--- src/rtl/cozim_pkg.sv ---
// Shared types for the cycle-driven NoC simulator slice: simulator phase
// encoding, the default packet layout and the injector LFSR step.
package cozim_pkg;

  // Simulator phase, encoded exactly as the 2-bit state seen by the core
  typedef enum logic [1:0] {
    IDLE  = 2'd0,
    RUN   = 2'd1,
    DRAIN = 2'd2,
    DONE  = 2'd3
  } sim_state_t;

  // Packet layout for the default injector configuration
  typedef struct packed {
    logic [3:0] dest;
    logic [4:0] timestamp;
    logic [7:0] id;
  } packet_t;

  // Right-shifting Galois taps for x^16 + x^14 + x^13 + x^11 + 1
  localparam logic [15:0] LFSR_POLY = 16'hB400;

  function automatic logic [15:0] lfsr_next(input logic [15:0] value);
    logic [15:0] shifted;
    shifted = {1'b0, value[15:1]};
    return value[0] ? (shifted ^ LFSR_POLY) : shifted;
  endfunction

endpackage

--- src/rtl/traffic_injector_sync_fifo.sv ---
// sync_fifo: small synchronous packet buffer with a show-ahead head.
// A push into a full buffer is accepted when a pop happens in the same cycle.
module sync_fifo
  import cozim_pkg::*;
#(
  parameter int  DEPTH = 4,
  parameter type T     = packet_t
) (
  input  logic clk,
  input  logic reset_n,
  input  logic push,
  input  logic pop,
  input  T     wr_data,
  output T     rd_data,
  output logic full,
  output logic empty
);

  localparam int AW = $clog2(DEPTH);

  T               mem [DEPTH];
  logic [AW:0]    wr_ptr_reg;
  logic [AW:0]    rd_ptr_reg;
  logic           do_push;
  logic           do_pop;

  // Extra pointer bit distinguishes full from empty when indices match
  assign empty   = (wr_ptr_reg == rd_ptr_reg);
  assign full    = (wr_ptr_reg[AW] != rd_ptr_reg[AW]) &&
                   (wr_ptr_reg[AW-1:0] == rd_ptr_reg[AW-1:0]);
  assign do_pop  = pop && !empty;
  assign do_push = push && (!full || do_pop);
  assign rd_data = mem[rd_ptr_reg[AW-1:0]];

  // Pointer update; reset empties the buffer without touching storage
  always_ff @(posedge clk) begin
    if (!reset_n) begin
      wr_ptr_reg <= '0;
      rd_ptr_reg <= '0;
    end else begin
      if (do_push) wr_ptr_reg <= wr_ptr_reg + 1'b1;
      if (do_pop)  rd_ptr_reg <= rd_ptr_reg + 1'b1;
    end
  end

  // Storage write; when full, the slot being written is the one popped this cycle
  always_ff @(posedge clk) begin
    if (do_push) mem[wr_ptr_reg[AW-1:0]] <= wr_data;
  end

endmodule

--- src/rtl/traffic_injector.sv ---
// traffic_injector: LFSR-driven synthetic NoC packet source with a
// valid/ready output buffer and IDLE/RUN/DRAIN/DONE phases.
// Build option TRAFFIC_INJECTOR_STALL_EN: an injection that finds the buffer
// full (and no pop) freezes the LFSR and retries next cycle instead of being
// dropped; dropped_count is then constant zero.
module traffic_injector
  import cozim_pkg::*;
#(
  parameter int          MAX_CYCLE_WIDTH = 5,
  parameter int          NODE_ID_WIDTH   = 4,
  parameter int          SRC_ID          = 0,
  parameter int          FIFO_DEPTH      = 4,
  parameter int          RATE_WIDTH      = 8,
  parameter logic [15:0] LFSR_SEED       = 16'hACE1
) (
  input  logic                       clk,
  input  logic                       reset_n,
  input  logic                       start,
  input  logic [MAX_CYCLE_WIDTH-1:0] current_cycle,
  input  logic [MAX_CYCLE_WIDTH-1:0] stop_cycle,
  input  logic [RATE_WIDTH-1:0]      injection_rate,
  output logic                       out_valid,
  input  logic                       out_ready,
  output logic [NODE_ID_WIDTH-1:0]   out_dest,
  output logic [MAX_CYCLE_WIDTH-1:0] out_timestamp,
  output logic [7:0]                 out_packet_id,
  output logic [1:0]                 state,
  output logic [15:0]                injected_count,
  output logic [15:0]                dropped_count
);

  typedef struct packed {
    logic [NODE_ID_WIDTH-1:0]   dest;
    logic [MAX_CYCLE_WIDTH-1:0] timestamp;
    logic [7:0]                 id;
  } inj_packet_t;

  localparam logic [NODE_ID_WIDTH-1:0] SRC_NODE = NODE_ID_WIDTH'(SRC_ID);
  // Truncation makes SRC_ID+1 wrap modulo the node count
  localparam logic [NODE_ID_WIDTH-1:0] ALT_NODE = NODE_ID_WIDTH'(SRC_ID + 1);

  sim_state_t               state_reg;
  sim_state_t               state_next;
  logic [15:0]              lfsr_reg;
  logic [7:0]               id_reg;
  logic [15:0]              inj_cnt_reg;

  logic                     in_run;
  logic                     stop_hit;
  logic                     inject;
  logic                     pop;
  logic                     push_ok;
  logic                     blocked;
  logic                     lfsr_adv;
  logic [NODE_ID_WIDTH-1:0] dest_raw;
  logic [NODE_ID_WIDTH-1:0] dest_sel;
  inj_packet_t              push_pkt;
  inj_packet_t              head_pkt;
  logic                     fifo_full;
  logic                     fifo_empty;

  assign in_run   = (state_reg == RUN);
  assign stop_hit = (current_cycle == stop_cycle);
  // The stop cycle itself never injects
  assign inject   = in_run && !stop_hit &&
                    (lfsr_reg[RATE_WIDTH-1:0] < injection_rate);
  assign pop      = !fifo_empty && out_ready;
  assign push_ok  = inject && (!fifo_full || pop);
  assign blocked  = inject && !push_ok;

  assign dest_raw = lfsr_reg[15 -: NODE_ID_WIDTH];
  assign dest_sel = (dest_raw == SRC_NODE) ? ALT_NODE : dest_raw;

`ifdef TRAFFIC_INJECTOR_STALL_EN
  // Freezing the LFSR makes the blocked injection reappear identically next cycle
  assign lfsr_adv = in_run && !blocked;
`else
  assign lfsr_adv = in_run;
`endif

  // Assemble the packet offered to the buffer this cycle
  always_comb begin
    push_pkt           = '0;
    push_pkt.dest      = dest_sel;
    push_pkt.timestamp = current_cycle;
    push_pkt.id        = id_reg;
  end

  // Phase sequencing; DONE is only left through reset
  always_comb begin
    state_next = state_reg;
    case (state_reg)
      IDLE:    if (start)      state_next = RUN;
      RUN:     if (stop_hit)   state_next = DRAIN;
      DRAIN:   if (fifo_empty) state_next = DONE;
      default: state_next = state_reg;
    endcase
  end

  // Phase, LFSR, packet id and accepted-injection counter
  always_ff @(posedge clk) begin
    if (!reset_n) begin
      state_reg   <= IDLE;
      lfsr_reg    <= LFSR_SEED;
      id_reg      <= '0;
      inj_cnt_reg <= '0;
    end else begin
      state_reg <= state_next;
      if (lfsr_adv) lfsr_reg <= lfsr_next(lfsr_reg);
      if (push_ok) begin
        id_reg <= id_reg + 8'd1;
        if (inj_cnt_reg != 16'hFFFF) inj_cnt_reg <= inj_cnt_reg + 16'd1;
      end
    end
  end

`ifdef TRAFFIC_INJECTOR_STALL_EN
  assign dropped_count = '0;
`else
  logic [15:0] drop_cnt_reg;

  // Count injections lost to a full buffer, saturating
  always_ff @(posedge clk) begin
    if (!reset_n) begin
      drop_cnt_reg <= '0;
    end else if (blocked && drop_cnt_reg != 16'hFFFF) begin
      drop_cnt_reg <= drop_cnt_reg + 16'd1;
    end
  end

  assign dropped_count = drop_cnt_reg;
`endif

  sync_fifo #(
    .DEPTH (FIFO_DEPTH),
    .T     (inj_packet_t)
  ) u_fifo (
    .clk     (clk),
    .reset_n (reset_n),
    .push    (inject),
    .pop     (pop),
    .wr_data (push_pkt),
    .rd_data (head_pkt),
    .full    (fifo_full),
    .empty   (fifo_empty)
  );

  // Head fields read as zero while nothing is buffered
  assign out_valid      = !fifo_empty;
  assign out_dest       = fifo_empty ? '0 : head_pkt.dest;
  assign out_timestamp  = fifo_empty ? '0 : head_pkt.timestamp;
  assign out_packet_id  = fifo_empty ? '0 : head_pkt.id;
  assign state          = state_reg;
  assign injected_count = inj_cnt_reg;

endmodule
--- config.mk ---
export PLATFORM = sky130hd
export DESIGN_NAME = traffic_injector
export DESIGN_NICKNAME = d
export VERILOG_FILES = /design/src/rtl/cozim_pkg.sv /design/src/rtl/traffic_injector_sync_fifo.sv /design/src/rtl/traffic_injector.sv
export SDC_FILE = /design/constraint.sdc
export NUM_CORES = 1
export LEC_CHECK = 0
export ABC_AREA = 1
export BUFFER_PORTS_ARGS = -buffer_cell sky130_fd_sc_hd__clkbuf_2
export CORE_MARGIN = 5
export CORE_UTILIZATION = 40
export CTS_CLUSTER_SIZE = 30
export DETAILED_ROUTE_END_ITERATION = 16
export PLACE_DENSITY = 0.61
export SLEW_MARGIN = 0
export SYNTH_ARGS = -nofsm -noshare
export SYNTH_HDL_FRONTEND = slang
export SYNTH_SLANG_ARGS = --single-unit
--- constraint.sdc ---
create_clock -name clk -period 4.8 [get_ports clk]
set_clock_uncertainty 0.2 [all_clocks]
set_input_delay 1.44 -clock clk [delete_from_list [all_inputs] [get_ports clk]]
set_output_delay 1.44 -clock clk [all_outputs]
set_load 0.03 [all_outputs]
**After elaboration in Yosys (flattened, before gate mapping)**

Memory sizes are Yosys's and may differ from the RTL's. A register that Yosys moved wholly into a read port is not among the register bits.
Index checks and enable logic that the tools add are counted.

- Equality and inequality tests: 11
- Muxes and demuxes: 13
- Bitwise gates (word level): 1
- Reduce and logical (&&, ||, !) cells: 20
- Order comparisons: 1
- Add/subtract/negate cells: 5

Operator list:

| operator | count |
|---|---|
| $add 16x1->16 const B | 2 |
| $ne 16x16->1 const B | 2 |
| $mux 16 | 1 |
| $mux 2 | 5 |
| $logic_and 1x1->1 | 9 |
| $add 8x1->8 const B | 1 |
| $lt 8x8->1 | 1 |
| $mux 4 | 2 |
| $mux 8 | 1 |
| $add 3x1->3 const B | 2 |
| $pmux 2 s3 | 1 |
| $eq 5x5->1 | 1 |
| $mux 5 | 1 |
| $logic_not 1->1 | 4 |
| $logic_not 4->1 | 1 |
| $ne 2x2->1 const B | 2 |
| $not 3->4 | 1 |
| $reduce_and 4->1 | 1 |
| $eq 3x3->1 | 1 |
| $reduce_bool 3->1 | 1 |
| $eq 2x1->1 const B | 1 |
| $eq 2x2->1 | 1 |
| $eq 2x2->1 const B | 1 |
| $logic_not 2->1 | 1 |
| other kinds (5) | 7 |

- Memory bits (writable): 68
- Flip-flop bits (word level): 64
- Word-level logic and storage cells: 59
- Memories kept: 1

Memories:

| memory | depth | bits a word | read ports | clocked after memory_dff | wr ports | RTL line | text |
|---|---|---|---|---|---|---|---|
| u_fifo.mem | 4 | 17 | 1 | 1 | 1 | traffic_injector_sync_fifo.sv:21 | `T mem [DEPTH];` |

**Longest topological paths before layout**

Gate-level depths: netlist of run 1.

- Depth after elaboration: 8
- Depth in mapped cells: 15
- Depth with buffers taken out: 14

**Cells and area by module**

From an unflattened synthesis of run 1, not the netlist that was laid out.

- Cells, all modules: 816
- Area, all modules: 6598.8 µm²

By module, submodules not included:

| module | area each (µm²) | times used | cells each | sequential area each (µm²) |
|---|---|---|---|---|
| traffic_injector | 3633.5 | 1 | 586 | 1161.1 |
| sync_fifo | 2965.3 | 1 | 230 | 2202.1 |

**Worst setup path after synthesis of run 1**

No wires, ideal clock.

- Path kind: input port to flip-flop
- Start point: input port injection_rate[7]
- End point: memory u_fifo.mem[0][0] (netlist name), enable pin
- Stages on the path: 9
- Setup time: 0.391 ns
- Path buffers: 1
- Slack: 0.997 ns
- Arrival: 3.212 ns
- Cell sequence: inv_1 -> ha_1 -> a21oi_1 -> o21a_1 -> nand2_2 -> nor2_4 -> nand2_1 -> buf_2 -> nor2_1

- Word-level cells in the longest chain between the ends: 5

RTL lines:

| item | RTL line | text |
|---|---|---|
| start: declaration | traffic_injector.sv:21 | `input logic [RATE_WIDTH-1:0] injection_rate,` |
| $lt 8x8->1 | traffic_injector.sv:66 | `(lfsr_reg[RATE_WIDTH-1:0] < injection_rate);` |
| $logic_and 1x1->1 | traffic_injector.sv:65 | `assign inject = in_run && !stop_hit &&` |
| $logic_and 1x1->1 | traffic_injector_sync_fifo.sv:32 | `assign do_push = push && (!full \|\| do_pop);` |
| $mux 1 | traffic_injector_sync_fifo.sv:48 | `if (do_push) mem[wr_ptr_reg[AW-1:0]] <= wr_data;` |
| $mux 1 (implied by the code) | traffic_injector_sync_fifo.sv:48 |  |
| end: declaration | traffic_injector_sync_fifo.sv:21 |  |

Every way passes these cells.

**Final worst setup path of run 1**

- Start point: register u_fifo.wr_ptr_reg[1]
- End point: output port out_packet_id[3]

- Word-level cells in the longest chain between the ends: 2

RTL lines:

| item | RTL line | text |
|---|---|---|
| start: declaration | traffic_injector_sync_fifo.sv:22 | `logic [AW:0] wr_ptr_reg;` |
| start signal: assignment | traffic_injector_sync_fifo.sv:41 | `if (do_push) wr_ptr_reg <= wr_ptr_reg + 1'b1;` |
| $eq 3x3->1 | traffic_injector_sync_fifo.sv:28 | `assign empty = (wr_ptr_reg == rd_ptr_reg);` |
| $mux 8 | traffic_injector.sv:152 | `assign out_packet_id = fifo_empty ? '0 : head_pkt.id;` |
| end: declaration | traffic_injector.sv:26 | `output logic [7:0] out_packet_id,` |

Every way passes these cells.

==> metrics.csv, run 1 <==
metric;value;unit
synth.area.top_cells;edfxtp_1, dfxtp_1, nand2_1;
cts_max_level;4;
drive_gt1_share;14.9;%
p_leak;3.47;nW
setup_violations;0;
cts_root_buffer;clkbuf_16;
wl_met1;6690;um
synth_top_area_share;31.0;%
worstSetupEndpointType;primary output;
r2r_start;u_fifo.wr_ptr_reg[0]$_SDFFE_PN0P_;
power.internal;2.57;mW
synth-seq-area-share;51.1;%
crit_arrival;2220;ps
synth_top_family_by_area;simple AND/OR/NAND/NOR gates;
final_core_util;47.1;%
drtIter0Drc;205;
dpl_cell_area;7100;um2
wl_met2;6410;um
holdCritPathClass;register to register;
io_buffers;73;
maxSlewViolCount;0;
cpMostUsedCell;nand2_1;
fin_area;7700;um2
r2r_slack;2080;ps
crit_slowest_cell;nand2_1;
synth_fa_ha_area_share;3.61;%
r2r-end;u_fifo.mem[1][15]$_DFFE_PP_;
dr.pass1.iters;4;
ys_warn_count;0;
vias;5131;
p_comb_share;33.3;%
rsz0062_at_grt;no;
wl_per_cell;12.6;um
cts_tree;done;
cap_viol_max_count;0;
numCtsBuffers;17;
cts.sinks;134;
fin_setup_tns;0;ps
synth_cell_types;33;
hold_depth;2;
peakVddDrop;0.322;mV
crit_fanout;20;
grt_antenna_before_repair;0;
min_to;u_fifo.rd_ptr_reg[2]$_SDFFE_PN0N_;
holdBufCountCts;0;
drt-total-wl;13800;um
path_class;register to primary output;
fin_crit;3860;ps
dpl.hpwl;8810;um
p_switching;1.58;mW
path_cells;or2_0 -> a21oi_2 -> nand2_1 -> nand2_1 -> inv_1 -> clkbuf_2;
cpPeakStageDelay;500;ps
grtUsageTotal;14.8;%
post_cts_buffers;0;
largest_reg_flops;68;
finalPower;4.15;mW
status;completed;
die_h;138;um
pwr-share-clk;31.6;%
n_antenna_cell;0;
route.met3.wl;497;um
period_share;80.4;%
finalWeightedCongestion;0.766;
yosys_register_bits;134;
power_frac_seq;35.1;%
grt_pass1_wl;23600;um
nets;906;
coreArea;16300;um2
ant_nets;0;
final_hold_viol_count;0;
cts_resized;0;
initial_utilization;40.3;%
top_layer;met4;
synth_top_area_cell;edfxtp_1;
die_area;19100;um2
start_kind;register;
synthMuxAreaShare;0;%
worst_pin_slew;1030;ps
fp.dieW;138;um
cts_buffer_depth;2;
hold_start;u_fifo.rd_ptr_reg[2]$_SDFFE_PN0N_;
syn-num-nets;842;
syn_inst;801;
syn2layout_area_growth;16.9;%
cp.required;3160;ps
yosys.area_share.simple;26.6;%
grt_max_degree;57;
num_io_pins;74;
max_clock_freq;0.259;GHz
power-per-cell-area;539;nW/um2
rows;47;
synthXorXnorAreaFrac;2.13;%
synth_compound_area_share;7.10;%
avgViaCountPerCell;4.67;
swShare;38.0;%
clk_pin_slew;60;ps
netlist_area;6590;um2
drc_errors;0;
grt.overflow.total;0;
clk_latency;410;ps
ff2ff_path_depth;6;
grt_pass1_vias;4915;
avgSynthCellArea;8.22;um2
max_slew_margin;31.5;%
## layer usage
metal,track usage [%],vias up
met3,3.80,13
li1,-,2721
met1,19.2,2334
met4,4.68,0
met5,0,-
met2,24.3,63
## cells by family after synthesis
family                   Yosys count
adder cells (fa/ha/maj)           19
flip-flops                       134
AO/OA/AOI/OAI                     78
buffers and inverters            151
AND/OR/NAND/NOR                  403
XOR/XNOR                          16
## per-stage QoR
step / setup WS (ps) / hold slack, ps / cells
2_1_floorplan: 997 / 237 / 801
3_3_place_gp: 1160 / 251 / 1066
3_5_place_dp: 1110 / 266 / 1066
4_1_cts: 848 / 282 / 1098
5_1_grt: 728 / 316 / 1098
6_report: 939 / 276 / 1098
## layout make-up
| class | instances | area, um2 |
|---|---|---|
| Multi-Input combinational cell | 516 | 2600 |
| Inverter | 114 | 428 |
| Tap cell | 220 | 275 |
| Fill cell | 1671 | 8650 |
| Sequential cell | 134 | 3360 |
| Clock buffer | 17 | 425 |
| Timing Repair Buffer | 82 | 433 |
| Clock inverter | 15 | 178 |
## critical path, delay by kind of cell (launching register included)
kind | cells | cell delay [ps]
AND/OR/NAND/NOR | 3 | 1040
flip-flops | 1 | 360
buffers and inverters | 2 | 240
AO/OA/AOI/OAI | 1 | 160
## how the worst max path moves through the flow
stage                                                 start                    endpoint  slack, ps
final                     u_fifo.wr_ptr_reg[1]$_SDFFE_PN0P_            out_packet_id[3]        940
after global routing      u_fifo.wr_ptr_reg[1]$_SDFFE_PN0P_            out_packet_id[7]        730
after CTS                 u_fifo.wr_ptr_reg[1]$_SDFFE_PN0P_            out_packet_id[7]        850
after floorplan                           injection_rate[7]  u_fifo.mem[0][0]$_DFFE_PP_       1000
after detailed placement                  injection_rate[7]  u_fifo.mem[1][8]$_DFFE_PP_       1110
after global placement                    injection_rate[7]  u_fifo.mem[0][8]$_DFFE_PP_       1160
## cells in the final DEF (no fill, tap or decap), drive strengths merged
cell type	netlist	routed
nor3	4	4
xnor2	5	5
bufinv	0	3
dfxtp	66	66
buf	14	9
or2	1	1
clkinvlp	0	1
a21oi	23	23
o32ai	17	17
nand4	28	28
clkbuf	23	90
nand2	164	164
nand3b	1	1
clkinv	1	9
o21a	1	1
nand3	53	53
ha	19	19
nor2	152	152
inv	113	116
o211ai	2	2
edfxtp	68	68
o31ai	1	1
o21ai	34	34
xor2	11	11
## power by group through the flow
stage	sequential [mW]	clock (mW)	combinational [mW]
after floorplan	1.48	0	1.05
after global placement	1.48	0	1.40
after detailed placement	1.48	0	1.40
after CTS	1.46	1.34	1.41
after global routing	1.48	1.40	1.56
final	1.46	1.31	1.38
## cell usage after synthesis, drive strengths merged
master,number
a21oi,23
buf,14
clkbuf,23
clkinv,1
dfxtp,66
edfxtp,68
ha,19
inv,113
nand2,164
nand3,53
nand3b,1
nand4,28
nor2,152
nor3,4
o211ai,2
o21a,1
o21ai,34
o31ai,1
o32ai,17
or2,1
xnor2,5
xor2,11
No activity file was read; power rests on OpenSTA's default activity.
==> run 2: changes to the inputs <==
--- a/config.mk
+++ b/config.mk
@@ -11,7 +11,7 @@
 export CORE_UTILIZATION = 40
 export CTS_CLUSTER_SIZE = 30
 export DETAILED_ROUTE_END_ITERATION = 16
-export PLACE_DENSITY = 0.61
+export PLACE_DENSITY = 0.63
 export SLEW_MARGIN = 0
 export SYNTH_ARGS = -nofsm -noshare
 export SYNTH_HDL_FRONTEND = slang
==> constraint.sdc (replaced) <==
create_clock -name clk -period 3.3 [get_ports clk]
set_clock_uncertainty 0.2 [all_clocks]
set_input_delay 0.99 -clock clk [delete_from_list [all_inputs] [get_ports clk]]
set_output_delay 0.99 -clock clk [all_outputs]
set_load 0.03 [all_outputs]
==> run 2 against run 1 <==
  * Critical path depth stayed put
  * Cell count rose by 0.46%
  * Sequential power grew 46%
  * Highest routed layer unchanged
  * Clock power grew 53%
  * Critical path type unchanged
  * Sequential share of layout area is 0.77 points lower
  * Largest power group unchanged
==> metrics.csv, run 2 (synthesized netlist as in run 1, its figures left out) <==
metric;value;unit;change
layout_common_cells;nand2_1, nor2_1, inv_1;;unchanged
path_class;register to primary output;;unchanged
num_io_pins;74;;unchanged
worstSetupEndpointType;primary output;;unchanged
instances_no_fill;1103;;was 1098
cap_viol_max_count;0;;unchanged
max_clock_freq;0.325;GHz;
regArea;3360;um2;about the same
max_slew_margin;61.3;%;was 31.5%
period_share;93.2;%;
cts.sinks;134;;unchanged
grt_antenna_before_repair;0;;unchanged
crit_arrival;1890;ps;was 2220 ps
rows;47;;unchanged
fin_setup_tns;0;ps;unchanged
power-per-cell-area;792;nW/um2;was 539 nW/um2
wl_per_cell;12.4;um;was 12.6 um
dr.pass1.iters;4;;unchanged
multi_input_comb_area;2600;um2;unchanged
coreArea;16300;um2;unchanged
worst_pin_slew;579;ps;was 1030 ps
n_antenna_cell;0;;unchanged
grtUsageTotal;14.6;%;was 14.8%
drc_errors;0;;unchanged
final_hold_viol_count;0;;unchanged
n_fill_cell;1602;;was 1671
grt_max_degree;57;;unchanged
holdBufCountCts;0;;unchanged
p_leak;3.53;nW;was 3.47 nW
cts_tree;done;;unchanged
fin_crit;3080;ps;
fp.dieW;138;um;unchanged
rsz0062_at_grt;no;;unchanged
largest_reg_flops;68;;unchanged
crit_fanout;26;;was 20
syn2layout_area_growth;19.0;%;was 16.9%
finalWeightedCongestion;0.772;;was 0.766
numCtsBuffers;17;;unchanged
cts_root_buffer;clkbuf_16;;unchanged
grt.overflow.total;0;;unchanged
start_kind;register;;unchanged
avgViaCountPerCell;4.69;;was 4.67
maxSlewViolCount;0;;unchanged
placed_cells;1071;;was 1066
cts_buffer_depth;2;;unchanged
grt_pass1_wl;23300;um;was 23600 um
initial_utilization;40.3;%;unchanged
drtIter0Drc;323;;was 205
mostFrequentLayoutCell;nand2_1;;unchanged
nets;911;;was 906
cts_max_level;4;;unchanged
die_h;138;um;unchanged
finalPower;6.21;mW;was 4.15 mW
cp.required;2110;ps;was 3160 ps
holdCritPathClass;register to register;;unchanged
clk_pin_slew;60;ps;about the same
peakVddDrop;0.420;mV;was 0.322 mV
clk_latency;420;ps;was 410 ps
ant_nets;0;;unchanged
status;completed;;unchanged
grt_pass1_vias;4846;;was 4915
die_area;19100;um2;unchanged
io_buffers;73;;unchanged
setup_violations;0;;unchanged
dpl.hpwl;8940;um;was 8810 um
vias;5176;;was 5131
drive_gt1_share;15.7;%;was 14.9%
final_core_util;47.9;%;was 47.1%
drt-total-wl;13700;um;was 13800 um
post_cts_buffers;0;;unchanged
run 2: cell types whose count changed in the layout (fill, tap and decap cells not counted), moves of 2 or more:
cell      change
buf_4         -2
clkinv_1      -3
clkinv_4      -2
buf_12        +6
inv_6         +3
run 2: timing repair:
| item | 4_1_cts | 5_1_grt |
|---|---|---|
| endpoints found under the setup margin | 2 | 5 |
| gates cloned | 0 | 0 |
| endpoints found under the hold margin | 0 | 0 |
| gates resized for setup | 2 | 1 |
| pin swaps | 0 | 0 |
run 2: worst max-delay path, stage by stage, from the launching register on:
cell      delay [ps]
dfxtp_2          440
buf_6            250
nor2_1            70
o32ai_1          320
nand2_1          120
inv_1             70
clkbuf_2         200
run 2: power breakdown:
group	switching, mW	total [mW]	internal (mW)
clock	0.725	2.00	1.27
sequential	0.163	2.13	1.97
combinational	1.44	2.08	0.642
total	2.33	6.21	3.88
run 2: per-stage QoR:
stage / hold slack [ps] / setup slack, ps / area, um2
after CTS: 277 / 51.2 / 7840
after global placement: 253 / 246 / 7210
after detailed placement: 262 / 259 / 7210
after floorplan: 237 / -52.8 / 6590
final: 269 / 223 / 7840
after global routing: 296 / 81.8 / 7840
run 2: path summary, 6_finish.rpt:
kind                             from                         end  slack, ps  cells after the start
max reg2reg     state[0]$_SDFFE_PN0P_  u_fifo.mem[0][8]$_DFFE_PP_        930                      6
min          lfsr_reg[8]$_SDFFE_PN0N_    lfsr_reg[7]$_SDFFE_PN1N_        270                      2
min reg2reg  lfsr_reg[8]$_SDFFE_PN0N_    lfsr_reg[7]$_SDFFE_PN1N_        270                      2
max                          register            out_packet_id[3]        220                      6
run 2: layer usage:
metal | GRT usage [%] | part of all wire [%]
met3 | 4.14 | 4.7
met4 | 5.15 | 1.1
met2 | 23.5 | 46
met5 | 0 | 0
met1 | 19.0 | 49
run 2: layout make-up:
class | instances | area share (%)
Sequential cell | 134 | 42.9
Multi-Input combinational cell | 516 | 33.1
Timing Repair Buffer | 87 | 7.01
Clock buffer | 18 | 5.47
Inverter | 114 | 5.47
Tap cell | 220 | 3.51
Clock inverter | 14 | 2.49
==> run 3: changes to the inputs <==
--- a/config.mk
+++ b/config.mk
@@ -12,6 +12,7 @@
 export CTS_CLUSTER_SIZE = 30
 export DETAILED_ROUTE_END_ITERATION = 16
 export PLACE_DENSITY = 0.63
+export RECOVER_POWER = 50
 export SLEW_MARGIN = 0
 export SYNTH_ARGS = -nofsm -noshare
 export SYNTH_HDL_FRONTEND = slang
==> run 3 against run 2 <==
  * Highest routed layer unchanged
  * Sequential share of layout area grew 0.36 points
  * Die area stayed put
  * Combinational power hardly changed
  * Total power decreased by 0.39%
  * Routed wire length about the same
==> metrics.csv, run 3 (synthesized netlist as in run 1, its figures left out) <==
metric;value;unit;change
dpl_cell_area;7210;um2;unchanged
peakVddDrop;0.412;mV;was 0.420 mV
r2r_start;state[0]$_SDFFE_PN0P_;;unchanged
coreArea;16300;um2;unchanged
holdWs;269;ps;about the same
r2r_slack;750;ps;was 930 ps
vias;5187;;was 5176
dr.pass1.iters;4;;unchanged
crit_fanout;26;;unchanged
path_cells;buf_6 -> nor2_1 -> o32ai_1 -> nand2_1 -> inv_1 -> clkbuf_2;;unchanged
fin_crit;3080;ps;about the same
rows;47;;unchanged
mostFrequentLayoutCell;nand2_1;;unchanged
drt-total-wl;13700;um;about the same
max_slew_margin;55.3;%;was 61.3%
cts_max_level;4;;unchanged
cts_buffer_depth;2;;unchanged
grt_antenna_before_repair;0;;unchanged
status;completed;;unchanged
die_area;19100;um2;unchanged
grt_pass1_wl;23300;um;unchanged
fin_area;7770;um2;was 7840 um2
numCtsBuffers;17;;unchanged
rsz0062_at_grt;no;;unchanged
n_antenna_cell;0;;unchanged
holdCritPathClass;register to register;;unchanged
grt.overflow.total;0;;unchanged
num_io_pins;74;;unchanged
final_hold_viol_count;0;;unchanged
grt_max_degree;57;;unchanged
grt_pass1_vias;4846;;unchanged
post_cts_buffers;0;;unchanged
start_kind;register;;unchanged
cts_resized;2;;unchanged
grtUsageTotal;14.6;%;unchanged
worstSetupEndpointType;primary output;;unchanged
ant_nets;0;;unchanged
min_to;lfsr_reg[7]$_SDFFE_PN1N_;;unchanged
nets;911;;unchanged
syn2layout_area_growth;18.0;%;was 19.0%
crit_arrival;1890;ps;about the same
fp.dieW;138;um;unchanged
cts_tree;done;;unchanged
clk_pin_slew;60;ps;about the same
ff2ff_path_depth;7;;was 6
dpl.hpwl;8940;um;unchanged
path_class;register to primary output;;unchanged
setup_violations;0;;unchanged
drtIter0Drc;320;;was 323
maxSlewViolCount;0;;unchanged
fin_setup_tns;0;ps;unchanged
p_leak;3.39;nW;was 3.53 nW
period_share;93.2;%;about the same
cpPeakStageDelay;440;ps;about the same
initial_utilization;40.3;%;unchanged
cp.required;2110;ps;about the same
clk_latency;420;ps;about the same
die_h;138;um;unchanged
hold_depth;2;;unchanged
layout_common_cells;nand2_1, nor2_1, inv_1;;unchanged
drc_errors;0;;unchanged
drive_gt1_share;11.2;%;was 15.7%
worst_pin_slew;670;ps;was 579 ps
cts_root_buffer;clkbuf_16;;unchanged
holdBufCountCts;0;;unchanged
finalWeightedCongestion;0.772;;unchanged
hold_start;lfsr_reg[8]$_SDFFE_PN0N_;;unchanged
crit_slowest_cell;dfxtp_2;;unchanged
n_fill_cell;1621;;was 1602
io_buffers;73;;unchanged
max_clock_freq;0.325;GHz;about the same
cap_viol_max_count;0;;unchanged
r2r-end;injected_count[1]$_SDFFE_PN0P_;;was u_fifo.mem[0][8]$_DFFE_PP_
power-per-cell-area;796;nW/um2;was 792 nW/um2
avgViaCountPerCell;4.70;;was 4.69
cts.sinks;134;;unchanged
final_core_util;47.6;%;was 47.9%
largest_reg_flops;68;;unchanged
wl_per_cell;12.4;um;about the same
[run 3: cell types whose count changed in the layout (fill, tap and decap cells not counted), sizes merged]
cell	before	now
buf	14	13
clkbuf	91	92
[run 3: per-stage QoR]
stage,cells,worst slack (ps),total power [mW]
finish,1103,223,6.19
global route,1103,81.8,6.58
CTS,1103,51.2,6.28
detailed placement,1071,259,4.26
global placement,1071,246,4.24
floorplan,801,-52.8,3.68
[run 3: power by group]
part           internal, mW  switching (mW)  leakage (nW)
Combinational         0.624            1.43          1.91
Sequential             1.97           0.163          1.18
Clock                  1.27           0.723         0.304
[run 3: cell type report]
| type | instances | area (um2) | area share (%) |
|---|---|---|---|
| clock buffer | 18 | 429 | 5.52 |
| clock inverter | 14 | 195 | 2.51 |
| inverter | 114 | 429 | 5.52 |
| multi-input combinational | 516 | 2590 | 33.3 |
| sequential | 134 | 3360 | 43.3 |
| tap | 220 | 275 | 3.54 |
| timing repair buffer | 87 | 488 | 6.28 |
[run 3: routing by layer]
layer	wire (um)	up-vias	global-route usage (%)	part of all wire [%]
li1	-	2733	-	-
met2	6250	98	23.5	46
met4	155	0	5.15	1.1
met5	0	-	0	0
met1	6680	2344	19.0	49
met3	647	12	4.14	4.7
[run 3: critical path, delay by kind of cell, from the launching register on]
family,cells,cell delay (ps)
flip-flops,1,440
AO/OA/AOI/OAI,1,320
buffers and inverters,3,510
AND/OR/NAND/NOR,2,190
[run 3: how the worst max path moves through the flow]
stage / to / slack (ps)
finish: out_packet_id[3] / 220
global route: out_packet_id[3] / 80
CTS: out_packet_id[3] / 50
floorplan: u_fifo.mem[0][0]$_DFFE_PP_ / -50
global placement: u_fifo.mem[1][8]$_DFFE_PP_ / 250
detailed placement: u_fifo.mem[1][8]$_DFFE_PP_ / 260
